===== src/rtl/mips_defs.sv =====
// Shared fetch-stage definitions: FSM encoding, reset constants, buffer layout.
package mips_defs;

  typedef enum logic {
    S_REQ = 1'b0,
    S_BUF = 1'b1
  } fetch_state_e;

  localparam logic [31:0] NOP_WORD   = 32'h0000_0000;
  localparam logic [31:0] RESET_ADDR = 32'h0000_0c00;

  // One parked instruction: returned while ID was stalled.
  typedef struct packed {
    logic [31:0] pc;
    logic [31:0] instr;
  } fetch_buf_t;

  function automatic logic [31:0] pc_plus4(input logic [31:0] pc);
    return pc + 32'd4;
  endfunction

endpackage


===== src/rtl/if_fetch_ctrl_if.sv =====
// Instruction-memory request/response bus between fetch control and imem.
interface if_fetch_ctrl_if;
  logic        req;
  logic [31:0] addr;
  logic        ack;
  logic [31:0] rdata;

  modport master (output req, output addr, input ack, input rdata);
  modport slave  (input req, input addr, output ack, output rdata);
endinterface


===== src/rtl/if_id_reg.sv =====
// IF/ID pipeline register set with load enable and synchronous squash.
module if_id_reg
  import mips_defs::*;
#(
  parameter logic [31:0] RESET_PC = RESET_ADDR,
  parameter logic [31:0] NOP      = NOP_WORD
) (
  input  logic        clk,
  input  logic        rst,
  input  logic        we,
  input  logic        clr,
  input  logic [31:0] d_pc,
  input  logic [31:0] d_pc4,
  input  logic [31:0] d_instr,
  output logic        q_valid,
  output logic [31:0] q_pc,
  output logic [31:0] q_pc4,
  output logic [31:0] q_instr
);

  // rst > clr > we; a clear keeps the PC fields so ID still sees the old address.
  always_ff @(posedge clk) begin
    if (rst) begin
      q_valid <= 1'b0;
      q_pc    <= RESET_PC;
      q_pc4   <= RESET_PC + 32'd4;
      q_instr <= NOP;
    end else if (clr) begin
      q_valid <= 1'b0;
      q_instr <= NOP;
    end else if (we) begin
      q_valid <= 1'b1;
      q_pc    <= d_pc;
      q_pc4   <= d_pc4;
      q_instr <= d_instr;
    end
  end

endmodule


===== src/rtl/if_fetch_ctrl.sv =====
// Fetch-stage controller: issues imem requests, fills IF/ID, drives PC_write.
module if_fetch_ctrl
  import mips_defs::*;
#(
  parameter logic [31:0] RESET_PC = RESET_ADDR,
  parameter logic [31:0] NOP      = NOP_WORD
) (
  input  logic                  clk,
  input  logic                  rst,
  input  logic [31:0]           PC,
  input  logic                  NPC_redirect,
  input  logic                  stall,
  input  logic                  flush,
  output logic                  PC_write,
  if_fetch_ctrl_if.master       imem,
  output logic                  IF_ID_valid,
  output logic [31:0]           IF_ID_PC,
  output logic [31:0]           IF_ID_PC4,
  output logic [31:0]           IF_ID_instr,
  output logic [31:0]           fetch_wait_cnt
);

  fetch_state_e state_q;
  fetch_buf_t   buf_q;
  logic [31:0]  wait_cnt_q;

  logic        reg_we;
  logic        reg_clr;
  logic [31:0] reg_d_pc;
  logic [31:0] reg_d_instr;

  // flush without a redirect is only a bubble: no PC load, state and buffer kept.
  logic flush_redirect;
  assign flush_redirect = flush & NPC_redirect;

  // Request, PC_write and IF/ID load/clear decode for the current cycle.
  always_comb begin
    imem.req    = (state_q == S_REQ) && !rst;
    imem.addr   = PC;
    PC_write    = 1'b0;
    reg_we      = 1'b0;
    reg_clr     = 1'b0;
    reg_d_pc    = PC;
    reg_d_instr = imem.rdata;
    if (!rst) begin
      if (flush) begin
        reg_clr  = 1'b1;
        PC_write = NPC_redirect;
      end else if (state_q == S_BUF) begin
        if (!stall) begin
          reg_we      = 1'b1;
          reg_d_pc    = buf_q.pc;
          reg_d_instr = buf_q.instr;
          PC_write    = 1'b1;
        end
      end else if (imem.ack) begin
        if (!stall) begin
          reg_we   = 1'b1;
          PC_write = 1'b1;
        end
      end else if (!stall) begin
        reg_clr = 1'b1;
      end
    end
  end

  // FSM, one-entry buffer and saturating wait counter.
  always_ff @(posedge clk) begin
    if (rst) begin
      state_q    <= S_REQ;
      buf_q      <= '0;
      wait_cnt_q <= '0;
    end else begin
      // Counts every requesting cycle without ack, whatever stall/flush do.
      if (state_q == S_REQ && !imem.ack && wait_cnt_q != 32'hFFFF_FFFF) begin
        wait_cnt_q <= wait_cnt_q + 32'd1;
      end
      if (flush) begin
        if (flush_redirect) begin
          state_q <= S_REQ;
          buf_q   <= '0;
        end
      end else begin
        case (state_q)
          S_REQ: begin
            if (imem.ack && stall) begin
              buf_q.pc    <= PC;
              buf_q.instr <= imem.rdata;
              state_q     <= S_BUF;
            end
          end
          S_BUF: begin
            if (!stall) state_q <= S_REQ;
          end
          default: state_q <= S_REQ;
        endcase
      end
    end
  end

  assign fetch_wait_cnt = wait_cnt_q;

  if_id_reg #(
    .RESET_PC(RESET_PC),
    .NOP     (NOP)
  ) u_if_id_reg (
    .clk    (clk),
    .rst    (rst),
    .we     (reg_we),
    .clr    (reg_clr),
    .d_pc   (reg_d_pc),
    .d_pc4  (pc_plus4(reg_d_pc)),
    .d_instr(reg_d_instr),
    .q_valid(IF_ID_valid),
    .q_pc   (IF_ID_PC),
    .q_pc4  (IF_ID_PC4),
    .q_instr(IF_ID_instr)
  );

endmodule


===== src/flat_wrapper.sv =====
// flat-port wrapper written by rule: the top's interface ports become plain ports
module if_fetch_ctrl_flat import mips_defs::*;
#(
  parameter logic [31:0] RESET_PC = RESET_ADDR,
  parameter logic [31:0] NOP      = NOP_WORD
)
  (clk, rst, PC, NPC_redirect, stall, flush, PC_write, IF_ID_valid, IF_ID_PC, IF_ID_PC4, IF_ID_instr, fetch_wait_cnt, imem_req, imem_addr, imem_ack, imem_rdata);
  if_fetch_ctrl_if imem_i ();
  input  logic clk;
  input  logic rst;
  input  logic [31:0] PC;
  input  logic NPC_redirect;
  input  logic stall;
  input  logic flush;
  output logic PC_write;
  output logic IF_ID_valid;
  output logic [31:0] IF_ID_PC;
  output logic [31:0] IF_ID_PC4;
  output logic [31:0] IF_ID_instr;
  output logic [31:0] fetch_wait_cnt;
  output wire logic [$bits(imem_i.req)-1:0] imem_req;
  output wire logic [$bits(imem_i.addr)-1:0] imem_addr;
  input wire logic [$bits(imem_i.ack)-1:0] imem_ack;
  input wire logic [$bits(imem_i.rdata)-1:0] imem_rdata;
  assign imem_req = imem_i.req;
  assign imem_addr = imem_i.addr;
  assign imem_i.ack = imem_ack;
  assign imem_i.rdata = imem_rdata;
  if_fetch_ctrl #(.RESET_PC(RESET_PC), .NOP(NOP)) u_core (.clk(clk), .rst(rst), .PC(PC), .NPC_redirect(NPC_redirect), .stall(stall), .flush(flush), .PC_write(PC_write), .imem(imem_i), .IF_ID_valid(IF_ID_valid), .IF_ID_PC(IF_ID_PC), .IF_ID_PC4(IF_ID_PC4), .IF_ID_instr(IF_ID_instr), .fetch_wait_cnt(fetch_wait_cnt));
endmodule

===== config.mk =====
export PLATFORM = sky130hd
export DESIGN_NAME = if_fetch_ctrl_flat
export DESIGN_NICKNAME = d
export VERILOG_FILES = /design/src/rtl/mips_defs.sv /design/src/rtl/if_fetch_ctrl_if.sv /design/src/rtl/if_id_reg.sv /design/src/rtl/if_fetch_ctrl.sv /design/src/flat_wrapper.sv
export SDC_FILE = /design/constraint.sdc
export NUM_CORES = 1
export LEC_CHECK = 0
export ABC_CLOCK_PERIOD_IN_PS = 10030
export BUFFER_PORTS_ARGS = -buffer_cell sky130_fd_sc_hd__buf_2
export CORE_MARGIN = 2
export CORE_UTILIZATION = 55
export CTS_BUF_LIST = sky130_fd_sc_hd__clkbuf_16
export CTS_CLUSTER_DIAMETER = 50
export DETAILED_ROUTE_END_ITERATION = 10
export GPL_TIMING_DRIVEN = 0
export PLACE_DENSITY = 0.83
export SETUP_SLACK_MARGIN = 0.3
export SLEW_MARGIN = 5
export SYNTH_ARGS = -nofsm -noshare
export SYNTH_HDL_FRONTEND = slang
export SYNTH_SLANG_ARGS = --single-unit

===== constraint.sdc =====
create_clock -name clk -period 10.03 [get_ports clk]
set_input_delay 0.5015 -clock clk [delete_from_list [all_inputs] [get_ports clk]]
set_output_delay 0.5015 -clock clk [all_outputs]
set_load 0.05 [all_outputs]

==> reports/qor.yml, run 1 <==
sta:
  fin_crit_ps: 4660
  timing.fmax_ghz: 0.215
  skew_ps: 8.66
  tightest_slew_ps: 1060
  slew_viol_final: 0
  relSlewSlack_pct: 29.2
  hold_slack_ps: 324
  final-setup-viol-count: 0
  fin_tns_setup_ps: 0
  rsz0062_at_grt: "no"
  layout_setup_ws_ps: 5370
  hold_viol_final: 0
  period_share_pct: 46.4
yosys:
  synth_common_cells: "dfxtp_1, nor2_1, nand2_1, a211oi_1, a22oi_1"
  yosys.area.top_type_share_pct: 42.9
  async_reset_ff_share_pct: 0
  synth_nets: 1114
  synth_area_leader_cell: "dfxtp_1"
  ys_seq_elements: 192
  synth.most_common_cell: "dfxtp_1"
  synth_area_per_cell_um2: 8.60
  synth_cell_types: 55
  syn-cell-area_um2: 8960
  synth_warnings: 0
  ys_seq_area_share_pct: 42.9
  synth_edf_count: 0
  ys.flop_type: "dfxtp_1"
  syn_inst: 1042
  synth_area_leaders: "dfxtp_1, mux2i_1, nor2_1, a211oi_1, a22oi_1"
cts:
  tritoncts: "built"
  clk_pin_slew_ps: 70
  cts.sinks: 192
  cts_root_buf: "clkbuf_16"
  cts_buffers: 17
  cts_setup_buffers: 0
  h-tree-depth: 4
  ctsHoldBuffers: 0
  clockBufferDepth: 2
  ctsResizeCount: 0
  insertion_delay_ps: 440
finish:
  drive_gt1_share_pct: 25.0
  diodes: 0
  stdcell_count: 1520
  final_nets: 1363
  num-fill-cells: 1343
  syn2layout_area_growth_pct: 23.1
  final_util_pct: 69.4
  postLayoutCellArea_um2: 11000
drt:
  finalWirelength_mm: 27.8
  dr_total_vias: 9093
  wl_per_cell_um: 18.3
  drtIter0Drc: 844
  via_per_inst: 5.98
  drtAntennaViolNets: 0
  post-route-drc-count: 0
  first_pass_iters: 5
critical_path:
  arrival_ps: 4950
  cp-start-kind: "register"
  r2r_cells: 12
  rr_startpoint: "u_core.state_q"
  r2r_setup_slack_ps: 5370
  crit_type: "register to register"
  r2r_end: "u_core.u_if_id_reg.q_pc4[14]"
  worstPathMaxFanout: 10
  setup.worst_path.end_class: "register"
  crit_required_ps: 10320
min_path:
  min_path_type: "primary input to register"
  hold_depth: 3
  min_to: "u_core.buf_q[25]"
  min_from: "imem_rdata[25]"
power:
  p_sw_uw: 504
  p_seq_share_pct: 44.3
  power_mw: 1.80
  combPwrFrac_pct: 13.6
  power.leakage_nw: 4.45
  p_sw_share_pct: 27.9
  clock_power_share_pct: 42.1
  p_per_area_nw_per_um2: 163
  ir_worst_vdd_v: 0.000121
  internal_power_mw: 1.30
grt:
  gr-usage-all-layers_pct: 31.0
  antenna_found_initial: 0
  grt_pass1_wl_mm: 43.4
  grt_max_degree: 18
  first_global_vias: 8369
  grt_remaining_overflow: 0
run:
  maxCapViolCount: 0
placed_design:
  pre_cts_ws_ps: 5270
  dpl.hpwl_mm: 20.3
  portBuffers: 230
  dpl.cell_count: 1488
  gp_congestion: 0.943
  place_area_um2: 10400
floorplan:
  start_util_pct: 56.4
  die_area_um2: 17300
  placementRows: 46
  die_x_um: 132
  io_pins: 233
  core_area_um2: 15900
  die_h_um: 132
status:
  status: "completed"
-- area by class of cell --
type	instances	area [um2]	share of cell area (%)
clock inverter	15	226	2.05
tap	216	270	2.45
inverter	9	33.8	0.306
clock buffer	17	425	3.86
multi-input combinational	732	4520	40.9
buffer	109	564	5.12
sequential	192	3840	34.8
timing repair buffer	230	1150	10.4
-- state kept, by name, indices dropped and copies added, names as in the netlist --
name	count
u_core.buf_q	64
u_core.u_if_id_reg.q_valid	1
u_core.fetch_wait_cnt	32
u_core.state_q	1
u_core.u_if_id_reg.q_pc4	30
u_core.u_if_id_reg.q_pc	32
u_core.u_if_id_reg.q_instr	32
-- kinds of logic after synthesis --
group | synth area share, %
buffers and inverters | 6.68
XOR/XNOR | 1.08
flip-flops | 42.9
multiplexers | 7.70
adder cells (fa/ha/maj) | 0.279
AND/OR/NAND/NOR | 20.8
AO/OA/AOI/OAI | 20.6
-- power by group through the flow --
stage	registers (mW)	clock network [mW]	logic, mW
4_1_cts	0.798	0.761	0.243
2_1_floorplan	0.862	0	0.118
6_report	0.798	0.759	0.246
5_1_grt	0.800	0.791	0.260
3_5_place_dp	0.815	0	0.242
3_3_place_gp	0.814	0	0.239
-- how the worst max path moves through the flow --
stage                     cells after the start  slack [ps]      startpoint                      endpoint
after floorplan                              12        6400             rst  u_core.u_if_id_reg.q_pc4[28]
after global placement                       13        5270           stall  u_core.u_if_id_reg.q_pc4[28]
after detailed placement                     13        5270           stall  u_core.u_if_id_reg.q_pc4[14]
after CTS                                    12        5500  u_core.state_q  u_core.u_if_id_reg.q_pc4[14]
after global routing                         12        5180  u_core.state_q  u_core.u_if_id_reg.q_pc4[14]
final                                        12        5370  u_core.state_q  u_core.u_if_id_reg.q_pc4[14]
-- per-layer routing --
layer	up-vias	wire, um	GRT usage [%]
met2	456	13000	50.3
li1	4297	-	-
met5	-	0	0
met4	0	650	11.7
met3	55	2420	6.40
met1	4285	11700	40.5
-- worst max-delay path, stage by stage, from the launching register on --
cell	delay, ps
dfxtp_1	440
nor4b_2	690
clkbuf_1	500
clkbuf_1	590
nand2_1	110
nand2_1	130
ha_1	290
nand4_1	160
or4b_2	750
a21oi_2	300
buf_2	290
xor2_1	170
o22ai_1	90
-- layout by cell type, fill, tap and decap left out, drive strengths merged, types with 6 or more instances in the layout --
cell type	n
a211oi	65
a21oi	44
a22oi	64
a311o	11
and2	6
and3	8
and4	9
buf	279
clkbuf	77
dfxtp	192
inv	16
mux2	7
mux2i	61
nand2	84
nand3	47
nand4	26
nor2	150
nor3	8
o211ai	11
o21ai	31
or2	6
or3	28
xnor2	7
No activity file was read; power rests on OpenSTA's default activity.
==> run 2, diff against run 1 <==
--- a/config.mk
+++ b/config.mk
@@ -5,15 +5,15 @@
 export SDC_FILE = /design/constraint.sdc
 export NUM_CORES = 1
 export LEC_CHECK = 0
-export ABC_CLOCK_PERIOD_IN_PS = 10030
+export ABC_CLOCK_PERIOD_IN_PS = 4000
 export BUFFER_PORTS_ARGS = -buffer_cell sky130_fd_sc_hd__buf_2
 export CORE_MARGIN = 2
-export CORE_UTILIZATION = 55
+export CORE_UTILIZATION = 48
 export CTS_BUF_LIST = sky130_fd_sc_hd__clkbuf_16
 export CTS_CLUSTER_DIAMETER = 50
 export DETAILED_ROUTE_END_ITERATION = 10
 export GPL_TIMING_DRIVEN = 0
-export PLACE_DENSITY = 0.83
+export PLACE_DENSITY = 0.76
 export SETUP_SLACK_MARGIN = 0.3
 export SLEW_MARGIN = 5
 export SYNTH_ARGS = -nofsm -noshare
==> constraint.sdc (replaced) <==
create_clock -name clk -period 4 [get_ports clk]
set_input_delay 0.2 -clock clk [delete_from_list [all_inputs] [get_ports clk]]
set_output_delay 0.2 -clock clk [all_outputs]
set_load 0.05 [all_outputs]
==> reports/qor.yml, run 2 (synthesized netlist as in run 1, its figures left out) <==
cts:
  h-tree-depth: 4  # unchanged
  insertion_delay_ps: 440  # about the same
  cts_buffers: 17  # unchanged
  tritoncts: "built"  # unchanged
  cts_root_buf: "clkbuf_16"  # unchanged
  ctsHoldBuffers: 0  # unchanged
  clk_pin_slew_ps: 70  # about the same
  cts.sinks: 192  # unchanged
  clockBufferDepth: 2  # unchanged
sta:
  rsz0062_at_grt: "no"  # unchanged
  period_share_pct: 90.1  # was 46.4%
  slew_viol_final: 0  # unchanged
  skew_ps: 10.7  # was 8.66 ps
  timing.fmax_ghz: 0.277  # was 0.215 GHz
  hold_viol_final: 0  # unchanged
  fin_tns_setup_ps: 0  # unchanged
  relSlewSlack_pct: 32.1  # was 29.2%
  fin_crit_ps: 3600  # was 4660 ps
  layout_setup_ws_ps: 395  # was 5370 ps
  final-setup-viol-count: 0  # unchanged
  tightest_slew_ps: 1020  # was 1060 ps
min_path:
  min_path_type: "primary input to register"  # unchanged
finish:
  mostFrequentLayoutCell: "buf_2"  # unchanged
  final_nets: 1364  # was 1363
  drive_gt1_share_pct: 25.1  # was 25.0%
  diodes: 0  # unchanged
  syn2layout_area_growth_pct: 22.1  # was 23.1%
  final_cell_mix: "buf_2, dfxtp_1, nor2_1, nand2_1, a211oi_1"  # unchanged
  largest_register_ffs: 64  # unchanged
  largest_register: "u_core.buf_q"  # unchanged
power:
  p_sw_mw: 1.22  # was 504 uW
  clock_power_share_pct: 36.8  # was 42.1%
  p_sw_share_pct: 29.5  # was 27.9%
  internal_power_mw: 2.91  # was 1.30 mW
  p_seq_share_pct: 48.4  # was 44.3%
  power_mw: 4.14  # was 1.80 mW
  ir_worst_vdd_v: 0.000327  # was 0.000121 V
  p_per_area_nw_per_um2: 378  # was 163 nW/um2
  power.leakage_nw: 4.39  # was 4.45 nW
  combPwrFrac_pct: 14.8  # was 13.6%
grt:
  grt_remaining_overflow: 0  # unchanged
  gr-usage-all-layers_pct: 27.3  # was 31.0%
  first_global_vias: 8018  # was 8369
  antenna_found_initial: 2  # was 0
  grt_pass1_wl_mm: 43.0  # was 43.4 mm
  grt_max_degree: 17  # was 18
critical_path:
  worstPathMaxFanout: 10  # unchanged
  arrival_ps: 3890  # was 4950 ps
  cp-start-kind: "register"  # unchanged
  setup.worst_path.end_class: "register"  # unchanged
  crit_required_ps: 4290  # was 10320 ps
  crit_type: "register to register"  # unchanged
floorplan:
  die_h_um: 141  # was 132 um
  core_area_um2: 18100  # was 15900 um2
  die_area_um2: 19800  # was 17300 um2
  start_util_pct: 49.4  # was 56.4%
  die_x_um: 141  # was 132 um
  placementRows: 49  # was 46
  io_pins: 233  # unchanged
drt:
  wl_per_cell_um: 18.0  # was 18.3 um
  finalWirelength_mm: 27.7  # was 27.8 mm
  drtIter0Drc: 897  # was 844
  dr_total_vias: 8968  # was 9093
  first_pass_iters: 5  # unchanged
  drtAntennaViolNets: 0  # unchanged
  via_per_inst: 5.85  # was 5.98
  post-route-drc-count: 0  # unchanged
placed_design:
  portBuffers: 230  # unchanged
  dpl.hpwl_mm: 20.4  # was 20.3 mm
  gp_congestion: 0.948  # was 0.943
  pre_cts_ws_ps: -553  # was 5270 ps
status:
  status: "completed"  # unchanged
run:
  maxCapViolCount: 0  # unchanged
[run 2: cell types whose count changed in the layout (fill, tap and decap cells not counted), moves of 2 or more]
cell / previous run / this run
inv_6: 7 / 0
bufinv_16: 5 / 0
clkbuf_1: 60 / 57
clkinv_1: 2 / 5
clkinvlp_4: 1 / 4
buf_4: 34 / 36
clkbuf_2: 0 / 2
clkinv_2: 0 / 2
clkinv_4: 0 / 2
[run 2: critical path, stage by stage (launching register included)]
cell	delay, ps
dfxtp_2	390
or4b_4	490
buf_2	230
buf_2	250
mux2_2	300
ha_1	280
nand4_1	170
or4b_4	590
a21oi_4	230
buf_4	220
xor2_1	200
o22ai_1	90
[run 2: layout make-up]
class,count,area (um2)
Fill cell,1641,7210
Multi-Input combinational cell,732,4540
Sequential cell,192,3840
Timing Repair Buffer,231,1160
Buffer,109,574
Clock buffer,17,425
Tap cell,229,287
Clock inverter,14,80.1
Inverter,9,33.8
[run 2: worst paths after layout]
path	from	endpoint	slack [ps]	cells after the start
setup / recovery	u_core.state_q	u_core.u_if_id_reg.q_pc4[14]	400	11
hold / removal	imem_rdata[11]	u_core.buf_q[11]	30	3
hold reg to reg	u_core.u_if_id_reg.q_pc4[2]	u_core.u_if_id_reg.q_pc4[2]	450	2
setup reg to reg	u_core.state_q	u_core.u_if_id_reg.q_pc4[14]	400	11
[run 2: power by group through the flow]
| stage | Combinational, mW | Clock, mW | Sequential (mW) |
|---|---|---|---|
| floorplan | 0.297 | 0 | 2.16 |
| global placement | 0.603 | 0 | 2.04 |
| detailed placement | 0.608 | 0 | 2.04 |
| CTS | 0.611 | 1.53 | 2.00 |
| global route | 0.654 | 1.60 | 2.01 |
| finish | 0.613 | 1.52 | 2.00 |
[run 2: through the flow]
stage,cell area (um2),util (%),cells,hold slack (ps)
floorplan,8960,-,1042,360
global placement,10400,57.3,1501,430
detailed placement,10400,57.3,1501,434
CTS,10900,60.3,1533,25.1
global route,10900,60.3,1533,32.6
finish,10900,60.3,1533,26.5
[run 2: repair_timing]
action                     in CTS  in global routing
buffers inserted                1                  0
resized for setup               9                  1
pin swaps                       0                  0
setup endpoints to repair      11                  2
[run 2: per-layer routing]
metal | track usage [%] | wire length, um | up-vias
li1 | - | - | 4293
met2 | 43.1 | 12600 | 424
met1 | 37.8 | 12200 | 4179
met5 | 0 | 21 | -
met3 | 5.81 | 2210 | 68
met4 | 8.00 | 703 | 4
==> run 3, diff against run 2 <==
--- a/config.mk
+++ b/config.mk
@@ -7,7 +7,6 @@
 export LEC_CHECK = 0
 export ABC_CLOCK_PERIOD_IN_PS = 4000
 export BUFFER_PORTS_ARGS = -buffer_cell sky130_fd_sc_hd__buf_2
-export CORE_MARGIN = 2
 export CORE_UTILIZATION = 48
 export CTS_BUF_LIST = sky130_fd_sc_hd__clkbuf_16
 export CTS_CLUSTER_DIAMETER = 50
==> constraint.sdc (replaced) <==
create_clock -name clk -period 4 [get_ports clk]
set_input_delay 0.8 -clock clk [delete_from_list [all_inputs] [get_ports clk]]
set_output_delay 0.8 -clock clk [all_outputs]
set_load 0.05 [all_outputs]
==> reports/qor.yml, run 3 (synthesized netlist as in run 1, its figures left out) <==
status:
  status: "complete, but fails checks"  # was completed
  failed_checks: "DRC"
critical_path:
  crit_required_ps: 4340  # was 4290 ps
  worstPathMaxFanout: 10  # unchanged
  critPathMaxStageDelay_ps: 590  # about the same
  critPathMostFrequentCell: "or4b_4"
  crit_type: "primary input to register"  # was register to register
  critPathBufInv: 4  # was 3
  path_cells: "buf_2 > or4b_4 > clkbuf_4 > buf_4 > mux2_2 > ha_2 > nand4_1 > or4b_4 > a21oi_4 > buf_6 > nand3_1 > o221ai_1"  # was or4b_4 > buf_2 > buf_2 > mux2_2 > ha_1 > nand4_1 > or4b_4 > a21oi_4 > buf_4 > xor2_1 > o22ai_1
  setup.worst_path.end_class: "register"  # unchanged
  r2r_setup_slack_ps: 460  # was 400 ps
  arrival_ps: 3960  # was 3890 ps
  cp-start-kind: "primary input"  # was register
  critPathTopFamily: "simple AND/OR/NAND/NOR gates"  # unchanged
  slowest_stage: "or4b_4"  # unchanged
cts:
  insertion_delay_ps: 440  # about the same
  cts.sinks: 192  # unchanged
  clk_pin_slew_ps: 70  # about the same
  tritoncts: "built"  # unchanged
  cts_buffers: 17  # unchanged
  clockBufferDepth: 2  # unchanged
  h-tree-depth: 4  # unchanged
  cts_root_buf: "clkbuf_16"  # unchanged
finish:
  mostFrequentLayoutCell: "buf_2"  # unchanged
  postLayoutCellArea_um2: 11000  # was 10900 um2
  final_cell_mix: "buf_2, dfxtp_1, nor2_1, nand2_1, a211oi_1"  # unchanged
  final_nets: 1364  # unchanged
  drive_gt1_share_pct: 25.3  # was 25.1%
  diodes: 0  # unchanged
  largest_register_ffs: 64  # unchanged
  largest_register: "u_core.buf_q"  # unchanged
  syn2layout_area_growth_pct: 22.5  # was 22.1%
  stdcell_count: 1534  # was 1533
  final_util_pct: 60.5  # was 60.3%
floorplan:
  placementRows: 49  # unchanged
  io_pins: 233  # unchanged
  die_area_um2: 19200  # was 19800 um2
  die_h_um: 139  # was 141 um
  core_area_um2: 18100  # unchanged
  die_x_um: 139  # was 141 um
  start_util_pct: 49.4  # unchanged
placed_design:
  dpl.hpwl_mm: 20.8  # was 20.4 mm
  portBuffers: 230  # unchanged
  place_area_um2: 10400  # about the same
  dpl.cell_count: 1501  # unchanged
  gp_congestion: 0.971  # was 0.948
drt:
  drtAntennaViolNets: 0  # unchanged
  first_pass_iters: 11  # was 5
  via_per_inst: 5.93  # was 5.85
  dr_total_vias: 9099  # was 8968
  wl_per_cell_um: 18.5  # was 18.0 um
  finalWirelength_mm: 28.4  # was 27.7 mm
  drtIter0Drc: 797  # was 897
  post-route-drc-count: 17  # was 0
sta:
  fin_crit_ps: 3610  # was 3600 ps
  relSlewSlack_pct: 22.9  # was 32.1%
  hold_viol_final: 0  # unchanged
  rsz0062_at_grt: "no"  # unchanged
  slew_viol_final: 0  # unchanged
  period_share_pct: 90.3  # was 90.1%
  tightest_slew_ps: 1160  # was 1020 ps
  skew_ps: 11.5  # was 10.7 ps
  fin_tns_setup_ps: 0  # unchanged
  timing.fmax_ghz: 0.277  # about the same
  final-setup-viol-count: 0  # unchanged
power:
  ir_worst_vdd_v: 0.000321  # was 0.000327 V
  power.leakage_nw: 4.41  # was 4.39 nW
  p_per_area_nw_per_um2: 381  # was 378 nW/um2
  power_mw: 4.18  # was 4.14 mW
grt:
  grt_use_met1_pct: 37.6  # was 37.8%
  first_global_vias: 8350  # was 8018
  gr-usage-all-layers_pct: 29.4  # was 27.3%
  antenna_found_initial: 0  # was 2
  gr-max-usage-layer: "met2"  # unchanged
  grt_use_met2_pct: 47.2  # was 43.1%
  grt_remaining_overflow: 0  # unchanged
  grt_max_degree: 17  # unchanged
  grt_use_met3_pct: 7.08  # was 5.81%
  grt_pass1_wl_mm: 44.5  # was 43.0 mm
min_path:
  min_path_type: "register to register"  # was primary input to register
run:
  maxCapViolCount: 0  # unchanged
## run 3: final timing paths
| check | from | endpoint | cells after the start |
|---|---|---|---|
| worst min-delay path | u_core.u_if_id_reg.q_pc4[2] | u_core.u_if_id_reg.q_pc4[2] | 2 |
| worst min register to register | u_core.u_if_id_reg.q_pc4[2] | u_core.u_if_id_reg.q_pc4[2] | 2 |
| worst max register to register | u_core.state_q | u_core.u_if_id_reg.q_pc4[18] | 11 |
| worst max-delay path | stall | u_core.u_if_id_reg.q_pc4[18] | 12 |
## run 3: per-layer routing
| layer | up-vias | part of all wire (%) |
|---|---|---|
| met5 | - | 0 |
| met4 | 0 | 3.6 |
| met3 | 77 | 8.7 |
| met2 | 436 | 46 |
| met1 | 4285 | 42 |
| li1 | 4301 | - |
## run 3: layout make-up
cell class / count / area [um2]
inverters: 9 / 33.8
multi-input cells: 732 / 4540
clock inverters: 15 / 97.6
well taps: 229 / 287
repair buffers: 231 / 1160
flip-flops and latches: 192 / 3840
fillers: 1647 / 7180
clock buffers: 17 / 425
plain buffers: 109 / 586
## run 3: timing repair
item / CTS / global route
pin swaps: 1 / 1
resized for setup: 5 / 4
hold buffers: 0 / 0
endpoints found under the setup margin: 11 / 9
setup buffers: 1 / 0
## run 3: report_power, final
| group | switching [mW] | leakage, nW | internal (mW) |
|---|---|---|---|
| Combinational | 0.443 | 2.60 | 0.172 |
| Clock | 0.771 | 0.253 | 0.789 |
| Sequential | 0.0364 | 1.56 | 1.97 |
## run 3: metrics by stage
| step | hold slack (ps) | worst slack (ps) |
|---|---|---|
| 5_1_grt | 473 | 304 |
| 6_report | 445 | 387 |
| 2_1_floorplan | 461 | 327 |
| 3_5_place_dp | 436 | -607 |
| 3_3_place_gp | 431 | -539 |
| 4_1_cts | 447 | 321 |
## run 3: worst reg2reg max path: stages (launching register included)
cell and delay [ps]:
dfxtp_1 480, or4b_4 520, clkbuf_4 240, buf_4 240
mux2_2 260, ha_2 240, nand4_1 160, or4b_4 590
a21oi_4 240, buf_6 180, nand3_1 80, o221ai_1 230
